==> src/rtl/espic_n.sv <==
// ESPIC_N: periodic tick generator, external-event mutex IRQ arbiter and per-node
// command IRQ channels. All outputs come straight from flops.

module espic_n_chan #(
   parameter int PULSE_LEN = 1000,
   parameter int W         = 1
) (
   input  logic         CLK,
   input  logic         RST,
   input  logic         ev,
   input  logic         ack,
   input  logic [W-1:0] sel,
   output logic [W-1:0] irq
);
   localparam int CW = $clog2(PULSE_LEN + 1);

   typedef enum logic [1:0] {
      ST_IDLE   = 2'd0,
      ST_ACTIVE = 2'd1,
      ST_GAP    = 2'd2
   } state_t;

   state_t        state_r, state_nxt_s;
   logic [CW-1:0] cnt_r, cnt_nxt_s;
   logic          pend_r, pend_nxt_s;
   logic [W-1:0]  irq_r, irq_nxt_s;

   // Next-state logic: events arriving while busy collapse into one pending flag
   always_comb begin
      state_nxt_s = state_r;
      cnt_nxt_s   = cnt_r;
      pend_nxt_s  = pend_r;
      irq_nxt_s   = irq_r;
      case (state_r)
         ST_IDLE: begin
            if (ev || pend_r) begin
               state_nxt_s = ST_ACTIVE;
               cnt_nxt_s   = CW'(1);
               pend_nxt_s  = 1'b0;
               irq_nxt_s   = sel;
            end else begin
               state_nxt_s = ST_IDLE;
            end
         end
         ST_ACTIVE: begin
            pend_nxt_s = pend_r | ev;
            if (ack || (cnt_r == CW'(PULSE_LEN))) begin
               state_nxt_s = ST_GAP;
               cnt_nxt_s   = {CW{1'b0}};
               irq_nxt_s   = {W{1'b0}};
            end else begin
               cnt_nxt_s   = cnt_r + CW'(1);
            end
         end
         ST_GAP: begin
            pend_nxt_s  = pend_r | ev;
            state_nxt_s = ST_IDLE;
         end
         default: begin
            state_nxt_s = ST_IDLE;
            cnt_nxt_s   = {CW{1'b0}};
            pend_nxt_s  = 1'b0;
            irq_nxt_s   = {W{1'b0}};
         end
      endcase
   end

   // Channel state registers
   always_ff @(posedge CLK or negedge RST) begin
      if (!RST) begin
         state_r <= ST_IDLE;
         cnt_r   <= {CW{1'b0}};
         pend_r  <= 1'b0;
         irq_r   <= {W{1'b0}};
      end else begin
         state_r <= state_nxt_s;
         cnt_r   <= cnt_nxt_s;
         pend_r  <= pend_nxt_s;
         irq_r   <= irq_nxt_s;
      end
   end

   assign irq = irq_r;
endmodule

module espic_n #(
   parameter int N_NODES     = 2,
   parameter int TICK_PERIOD = 1000000000,
   parameter int TICK_LEN    = 100,
   parameter int PULSE_LEN   = 1000
) (
   input  logic                   CLK,
   input  logic                   RST,
   input  logic                   ext_signal,
   input  logic [16*N_NODES-1:0]  in_op,
   input  logic [N_NODES-1:0]     irq_ack,
   output logic                   out_tick_irq,
   output logic [N_NODES-1:0]     out_mutex_irq,
   output logic [N_NODES-1:0]     out_cmd_irq
);
   localparam int TW = $clog2(TICK_PERIOD);

   logic [TW-1:0]      tick_cnt_r, tick_nxt_s;
   logic               tick_irq_r;
   logic               ext_meta_r, ext_sync_r, ext_prev_r;
   logic [1:0]         arm_r;
   logic               edge_s;
   logic [3:0]         prio_r [N_NODES];
   logic [N_NODES-1:0] set_s, raise_s, win_oh_s;
   logic [3:0]         best_s, win_s;
   logic               mutex_ack_s;

   // Tick counter wraps at TICK_PERIOD-1
   always_comb begin
      if (tick_cnt_r == TW'(TICK_PERIOD - 1)) begin
         tick_nxt_s = {TW{1'b0}};
      end else begin
         tick_nxt_s = tick_cnt_r + TW'(1);
      end
   end

   // Tick output is aligned to the count it describes
   always_ff @(posedge CLK or negedge RST) begin
      if (!RST) begin
         tick_cnt_r <= {TW{1'b0}};
         tick_irq_r <= 1'b0;
      end else begin
         tick_cnt_r <= tick_nxt_s;
         tick_irq_r <= (tick_nxt_s >= TW'(TICK_PERIOD - TICK_LEN));
      end
   end

   // Two-flop synchroniser plus edge history; arm_r blocks fake edges from reset values
   always_ff @(posedge CLK or negedge RST) begin
      if (!RST) begin
         ext_meta_r <= 1'b0;
         ext_sync_r <= 1'b0;
         ext_prev_r <= 1'b0;
         arm_r      <= 2'd0;
      end else begin
         ext_meta_r <= ext_signal;
         ext_sync_r <= ext_meta_r;
         ext_prev_r <= ext_sync_r;
         if (arm_r != 2'd3) begin
            arm_r <= arm_r + 2'd1;
         end
      end
   end

   assign edge_s = ext_sync_r & ~ext_prev_r & (arm_r == 2'd3);

   // Opcode decode; several RAISEs to one node in a cycle merge into one event
   always_comb begin
      set_s   = {N_NODES{1'b0}};
      raise_s = {N_NODES{1'b0}};
      for (int i = 0; i < N_NODES; i++) begin
         set_s[i] = ((in_op[16*i +: 16] & 16'h3FF0) == 16'h2F10);
      end
      for (int j = 0; j < N_NODES; j++) begin
         for (int i = 0; i < N_NODES; i++) begin
            raise_s[j] = raise_s[j] |
                         ((in_op[16*i+4 +: 12] == 12'h3F1) && (in_op[16*i +: 4] == 4'(j + 1)));
         end
      end
   end

   // Each node writes only its own priority
   always_ff @(posedge CLK or negedge RST) begin
      if (!RST) begin
         for (int i = 0; i < N_NODES; i++) begin
            prio_r[i] <= 4'd0;
         end
      end else begin
         for (int i = 0; i < N_NODES; i++) begin
            if (set_s[i]) begin
               prio_r[i] <= in_op[16*i +: 4];
            end
         end
      end
   end

   // Winner: highest priority, strict compare keeps the lowest index on ties
   always_comb begin
      best_s   = prio_r[0];
      win_s    = 4'd0;
      win_oh_s = {N_NODES{1'b0}};
      for (int i = 1; i < N_NODES; i++) begin
         if (prio_r[i] > best_s) begin
            best_s = prio_r[i];
            win_s  = 4'(i);
         end else begin
            best_s = best_s;
            win_s  = win_s;
         end
      end
      for (int i = 0; i < N_NODES; i++) begin
         win_oh_s[i] = (win_s == 4'(i));
      end
   end

   assign mutex_ack_s = |(irq_ack & out_mutex_irq);

   espic_n_chan #(.PULSE_LEN(PULSE_LEN), .W(N_NODES)) u_mutex (
      .CLK (CLK),
      .RST (RST),
      .ev  (edge_s),
      .ack (mutex_ack_s),
      .sel (win_oh_s),
      .irq (out_mutex_irq)
   );

   for (genvar g = 0; g < N_NODES; g++) begin : g_cmd
      espic_n_chan #(.PULSE_LEN(PULSE_LEN), .W(1)) u_cmd (
         .CLK (CLK),
         .RST (RST),
         .ev  (raise_s[g]),
         .ack (irq_ack[g]),
         .sel (1'b1),
         .irq (out_cmd_irq[g +: 1])
      );
   end

   assign out_tick_irq = tick_irq_r;
endmodule

==> config.mk <==
export PLATFORM = sky130hd
export DESIGN_NAME = espic_n
export DESIGN_NICKNAME = d
export VERILOG_FILES = /design/src/rtl/espic_n.sv
export SDC_FILE = /design/constraint.sdc
export NUM_CORES = 1
export LEC_CHECK = 0
export ABC_AREA = 0
export BUFFER_PORTS_ARGS = -buffer_cell sky130_fd_sc_hd__buf_2
export CORE_AREA = 2 2 131 133
export DETAILED_ROUTE_END_ITERATION = 16
export DIE_AREA = 0 0 133 135
export GPL_ROUTABILITY_DRIVEN = 1
export SYNTH_ARGS = -nofsm -noshare
export SYNTH_HDL_FRONTEND = slang
export SYNTH_SLANG_ARGS = --single-unit
==> constraint.sdc <==
create_clock -name CLK -period 3.3 [get_ports CLK]
set_input_delay 0.66 -clock CLK [delete_from_list [all_inputs] [get_ports CLK]]
set_output_delay 0.66 -clock CLK [all_outputs]
set_load 0.01 [all_outputs]
==> flow_summary_export.csv, run 1 <==
group,metric,value,unit
yosys,yosysWarnings,0,
sta,max-slew-margin-rel,0.264,
cts,postCtsResizedCells,0,
grt,antenna_found_initial,0,
drt,wl_met2,5130,um
yosys,synth.cell_area,4870,um2
worst_setup_path,path_max_fanout,8,
drt,wl_met3,579,um
floorplan,fp.dieW,133,um
sta,setup_viol,0,
sta,fin_crit,2.60,ns
worst_setup_path,cp.required,3.56,ns
grt,grt_pass1_wl,18500,um
sta,hold_viol,0,
drt,vias_per_cell,5.09,
placed_design,io_buffers,41,
worst_setup_path,critPathCaptureType,"register",
cts,clk_latency,0.35,ns
drt,vias,3977,
floorplan,rows,47,
yosys,synth_cells,522,
worst_setup_path,critPathKind,"reg2reg",
floorplan,die_height,135,um
yosys,synth_edf_count,0,
floorplan,coreArea,16400,um2
layout,fin_area,5550,um2
drt,drc_errors,0,
drt,drt-met1-wl,4710,um
floorplan,start_util,0.297,
drt,final_antenna_net_count,0,
grt,grtUsageTotal,0.126,
layout,drive_gt1_frac,0.141,
yosys,syn_area_per_cell,9.34,um2
cts,cts_tree,"done",
drt,drt_iter0_drc,366,
power,vdd_ir_drop_max,201,uV
grt,first_global_vias,3976,
sta,post-route-period-util,0.787,
yosys,synthArstFlopShare,1.00,
yosys,ys.flop_type,"dfrtp_1",
worst_setup_path,worstPathArrival,2.85,ns
cts,htree_levels,3,
cts,numClockSinks,87,
sta,timing.fmax,385,MHz
yosys,synth_cell_types,60,
power,power.density,433,nW/um2
sta,rsz0062_at_grt,"false",
floorplan,pin_count,42,
sta,report.final.slew_viol_count,0,
layout,antenna_cells,0,
sta,fin_setup_tns,0,ns
worst_setup_path,startpoint_type,"register",
grt,globalRouteOverflowTotal,0,
yosys,synth.ff_latch_count,87,
layout,area_delta_synth_final,13.9,%
cts,clk_pin_slew,0.07,ns
placed_design,hpwl,7500,um
grt,grt_start_max_net_pins,88,
placed_design,placed_area,5260,um2
sta,fin_skew,0.00705,ns
layout,nets,614,
drt,maxUsedRoutingLayer,"met4",
cts,clk_path_buf_depth,2,
cts,cts-hold-fix-buffers,0,
cts,cts_buffers,9,
run_status,status,"complete, no violations",
placed_design,finalWeightedCongestion,0.874,
drt,dr.pass1.iters,5,
drt,wl_per_cell,13.6,um
drt,routed_wl,10600,um
power,leakage,2.41,nW
layout,final_core_utilization,0.338,
cts,cts_root_buf,"clkbuf_16",
cts,cts_setup_buffers,0,
yosys,yosysSeqAreaShare,0.447,
run,drv_cap,0,
hold_path,hold_path_class,"reg2reg",
sta,worst_pin_slew,1.10,ns
yosys,syn_nets,580,
floorplan,die_area,18000,um2
state kept, by name (all words and copies together) (netlist names), 2 cells and up:
name and flops:
tick_cnt_r 30, g_cmd.u_cmd.cnt_r 20, u_mutex.cnt_r 10, prio_r 8, g_cmd.u_cmd.state_r 4, arm_r 2
g_cmd.u_cmd.irq 2, g_cmd.u_cmd.pend_r 2, u_mutex.irq 2, u_mutex.state_r 2
worst max-delay path, cell delays in order, from the launching register on:
cell and delay (ns):
dfrtp_1 0.42, ha_1 0.28, nand4_2 0.24, a2111o_1 0.41, a31oi_1 0.15, or4b_1 0.44
a21boi_1 0.17, o2111ai_1 0.13, a211oi_1 0.27
Yosys cell counts (8+ instances only):
library cell | number | area (um2)
xor2_1 | 14 | 123
inv_1 | 32 | 120
o31ai_1 | 11 | 82.6
and3_1 | 13 | 81.3
nand3_1 | 17 | 85.1
dfrtp_1 | 87 | 2180
nand2_1 | 49 | 184
a31oi_1 | 11 | 68.8
xnor2_1 | 21 | 184
nor4_1 | 9 | 56.3
nor2_1 | 49 | 184
o21ai_0 | 39 | 195
a21oi_1 | 14 | 70.1
nor3_1 | 8 | 40.0
ha_1 | 21 | 263
nand4_1 | 17 | 106
nand2b_1 | 8 | 50.1
clkbuf_1 | 12 | 45.0
layout make-up:
type	count	area, um2
Multi-Input combinational cell	380	2440
Clock inverter	7	63.8
Tap cell	220	275
Inverter	32	120
Timing Repair Buffer	46	245
Sequential cell	87	2180
Clock buffer	9	225
Fill cell	1646	10900
through the flow:
stage,instances,power [mW],hold WS [ns],worst slack (ns)
2_1_floorplan,522,1.32,0.331,1.02
3_3_place_gp,765,1.41,0.342,0.467
3_5_place_dp,765,1.43,0.342,0.406
4_1_cts,781,2.44,0.358,0.713
5_1_grt,781,2.53,0.360,0.523
6_report,781,2.40,0.356,0.704
final timing paths:
kind,startpoint,end,slack (ns),cells after the start
min,ext_meta_r$_DFF_PN0_,ext_sync_r$_DFF_PN0_,0.36,0
max,tick_cnt_r[0]$_DFF_PN0_,out_tick_irq$_DFF_PN0_,0.70,8
min reg2reg,ext_meta_r$_DFF_PN0_,ext_sync_r$_DFF_PN0_,0.36,0
max reg2reg,tick_cnt_r[0]$_DFF_PN0_,out_tick_irq$_DFF_PN0_,0.70,8
min in group asynchronous,RST,prio_r[6]$_DFFE_PN0N_,0.50,1
max in group asynchronous,RST,g_cmd[1].u_cmd.cnt_r[2]$_DFFE_PN0P_,2.07,1
where the power goes:
part / total [mW] / internal [mW] / switching, mW
Combinational: 0.268 / 0.102 / 0.165
Clock: 1.00 / 0.526 / 0.475
Sequential: 1.13 / 1.10 / 0.0284
layout by cell type, fill, tap and decap left out, drive strengths merged, types with 11 or more instances in the layout:
cell / count
dfrtp: 87
nand2: 49
nor2: 49
buf: 46
o21ai: 39
inv: 35
xnor2: 21
ha: 21
nand4: 18
nand3: 17
and3: 15
xor2: 14
a21oi: 14
a31oi: 11
o31ai: 11
layer usage:
layer | vias up | GRT usage
met2 | 129 | 0.208
met1 | 1900 | 0.157
met4 | 0 | 0.0520
met3 | 19 | 0.0315
li1 | 1929 | -
met5 | - | 0
cells by family (layout without fill, tap and decap cells):
logic type,Yosys count,count (layout),share of synthesized area
AO/OA/AOI/OAI,100,100,0.128
XOR/XNOR,35,35,0.0629
adder cells (fa/ha/maj),21,21,0.0539
buffers and inverters,55,94,0.0534
flip-flops,87,87,0.447
multiplexers,7,7,0.0159
AND/OR/NAND/NOR,217,217,0.239
(Power assumes the default switching activity.)
==> run 2: changes to the inputs <==
clock period = 2.2 ns   (was 3.3 ns; I/O delays follow)
==> run 2 against run 1 <==
Compared with the run above:
- the flow now finishes with violations (setup timing)
- critical path depth decreased by 1
- clock power rose by 66%
- via count increased by 2.8%
- wire length is 4.9% higher
- design area increased by 8.9%
- global-route usage up 0.72 points
- first-iteration DRC count is 43% lower
- largest cell class unchanged
==> flow_summary_export.csv, run 2 (same netlist as run 1, synthesis figures left out) <==
group,metric,value,unit
sta,post-route-period-util,1.00,
hold_path,min_to,"ext_meta_r$_DFF_PN0_",
layout,final_core_utilization,0.368,
run_status,failed_checks,"setup timing",
cts,cts_root_buf,"clkbuf_16",
layout,nFillCells,1640,
layout,largest_register,"tick_cnt_r",
floorplan,die_area,18000,um2
worst_setup_path,cp.required,2.45,ns
worst_setup_path,startpoint_type,"register",
layout,final_cell_mix,"85 x dfrtp_1, 59 x buf_4, 49 x nand2_1, 49 x nor2_1, 40 x buf_2",
cts,cts_tree,"done",
grt,grt_pass1_wl,19500,um
grt,first_global_vias,4181,
placed_design,finalWeightedCongestion,0.903,
sta,fin_crit,2.21,ns
worst_setup_path,timing.rr.end,"out_tick_irq$_DFF_PN0_",
sta,finalWorstSetupSlack,-0.00995,ns
hold_path,hold_path_class,"in2reg",
layout,reg_top3,"tick_cnt_r x30, g_cmd.u_cmd.cnt_r x20, u_mutex.cnt_r x10",
sta,max-slew-margin-rel,0.725,
worst_setup_path,r2r_cells,7,
hold_path,hold_path_depth,1,
grt,grtUsageTotal,0.133,
grt,antenna_found_initial,0,
floorplan,rows,47,
placed_design,placed_area,5690,um2
sta,fin_skew,0.0125,ns
floorplan,coreArea,16400,um2
floorplan,die_height,135,um
power,vdd_ir_drop_max,399,uV
worst_setup_path,r2r_start,"tick_cnt_r[2]$_DFF_PN0_",
drt,vias_per_cell,4.89,
grt,grt_start_max_net_pins,46,
placed_design,io_buffers,41,
sta,rsz0062_at_grt,"true",
drt,drt_iter0_drc,207,
sta,worst_pin_slew,0.409,ns
cts,clk_pin_slew,0.06,ns
drt,dr.pass1.iters,4,
drt,drc_errors,0,
power,power.density,625,nW/um2
drt,routed_wl,11200,um
power,total_power,3.78,mW
layout,area_delta_synth_final,24.0,%
power,leakage,2.70,nW
cts,clk_latency,0.35,ns
drt,vias,4089,
floorplan,pin_count,42,
cts,cts_buffers,9,
layout,nets,669,
layout,instances_no_fill,836,
hold_path,min_from,"ext_signal",
sta,fin_setup_tns,-0.00995,ns
layout,largest_reg_flops,30,
layout,layout_commonest_cell,"dfrtp_1",
floorplan,fp.dieW,133,um
drt,final_antenna_net_count,0,
sta,report.final.slew_viol_count,0,
worst_setup_path,critPathCaptureType,"register",
cts,numClockSinks,87,
floorplan,start_util,0.297,
worst_setup_path,path_max_fanout,5,
worst_setup_path,worstPathArrival,2.46,ns
sta,timing.fmax,452,MHz
worst_setup_path,ff2ff_setup_slack,-0.01,ns
layout,drive_gt1_frac,0.224,
cts,htree_levels,3,
sta,hold_viol,0,
grt,globalRouteOverflowTotal,0,
worst_setup_path,critPathKind,"reg2reg",
cts,clk_path_buf_depth,2,
layout,fin_area,6040,um2
placed_design,dp.cells,818,
layout,antenna_cells,0,
drt,wl_per_cell,13.4,um
run_status,status,"complete, but fails checks",
run,drv_cap,0,
placed_design,hpwl,8190,um
sta,setup_viol,1,
## run 2: cell count changes in the layout (fill, tap and decap cells not counted), sizes merged
cell / delta
buf: +54
bufinv: +2
clkbuf: +1
clkinvlp: -2
dlygate4sd3: +1
inv: -1
## run 2: area by class of cell
cell class | count | area (um2) | area share
Multi-Input combinational cell | 380 | 2480 | 0.410
Tap cell | 220 | 275 | 0.0455
Sequential cell | 87 | 2180 | 0.361
Clock inverter | 6 | 91.3 | 0.0151
Inverter | 32 | 120 | 0.0199
Timing Repair Buffer | 101 | 673 | 0.111
Clock buffer | 10 | 229 | 0.0379
## run 2: metal layers
layer  global-route usage  routed length (um)  vias to the layer above
met5                    0                   0                        -
met4               0.0406                 170                        0
met3               0.0383                 341                       15
met2                0.236                5720                       51
met1                0.155                4940                     1993
li1                     -                   -                     2030
## run 2: how the worst max path moves through the flow
stage | slack, ns | cells past startpoint | to | startpoint
6_report | -0.01 | 7 | out_tick_irq$_DFF_PN0_ | tick_cnt_r[2]$_DFF_PN0_
5_1_grt | -0.13 | 8 | out_tick_irq$_DFF_PN0_ | tick_cnt_r[1]$_DFF_PN0_
4_1_cts | -0.02 | 7 | out_tick_irq$_DFF_PN0_ | tick_cnt_r[2]$_DFF_PN0_
3_5_place_dp | -0.09 | 8 | out_tick_irq$_DFF_PN0_ | tick_cnt_r[2]$_DFF_PN0_
3_3_place_gp | -0.09 | 8 | g_cmd[1].u_cmd.cnt_r[7]$_DFFE_PN0P_ | in_op[22]
2_1_floorplan | 0.03 | 8 | out_tick_irq$_DFF_PN0_ | tick_cnt_r[0]$_DFF_PN0_
## run 2: what timing repair did
action / CTS / global route
setup buffers: 1 / 0
pin swaps: 4 / 0
resized for setup: 4 / 2
hold buffers: 1 / 0
endpoints found under the setup margin: 1 / 1
gates cloned: 0 / 0
hold endpoints to repair: 17 / 0
## run 2: through the flow
step / hold slack [ns] / setup slack [ns]
5_1_grt: 0.193 / -0.135
2_1_floorplan: 0.144 / 0.0266
3_3_place_gp: 0.339 / -0.0903
6_report: 0.206 / -0.00995
3_5_place_dp: 0.340 / -0.0939
4_1_cts: 0.195 / -0.0212
## run 2: power breakdown
| part | total, mW | internal (mW) | switching, mW |
|---|---|---|---|
| Combinational | 0.416 | 0.160 | 0.256 |
| Sequential | 1.70 | 1.66 | 0.0449 |
| Clock | 1.66 | 1.00 | 0.660 |
| Total | 3.78 | 2.82 | 0.960 |
## run 2: worst max-delay path, cell delays in order, from the launching register on
cell	delay, ns
dfrtp_2	0.43
and3_4	0.19
a2111o_1	0.40
a31oi_1	0.13
or4b_4	0.47
a21boi_2	0.16
o2111ai_1	0.12
a211oi_1	0.21
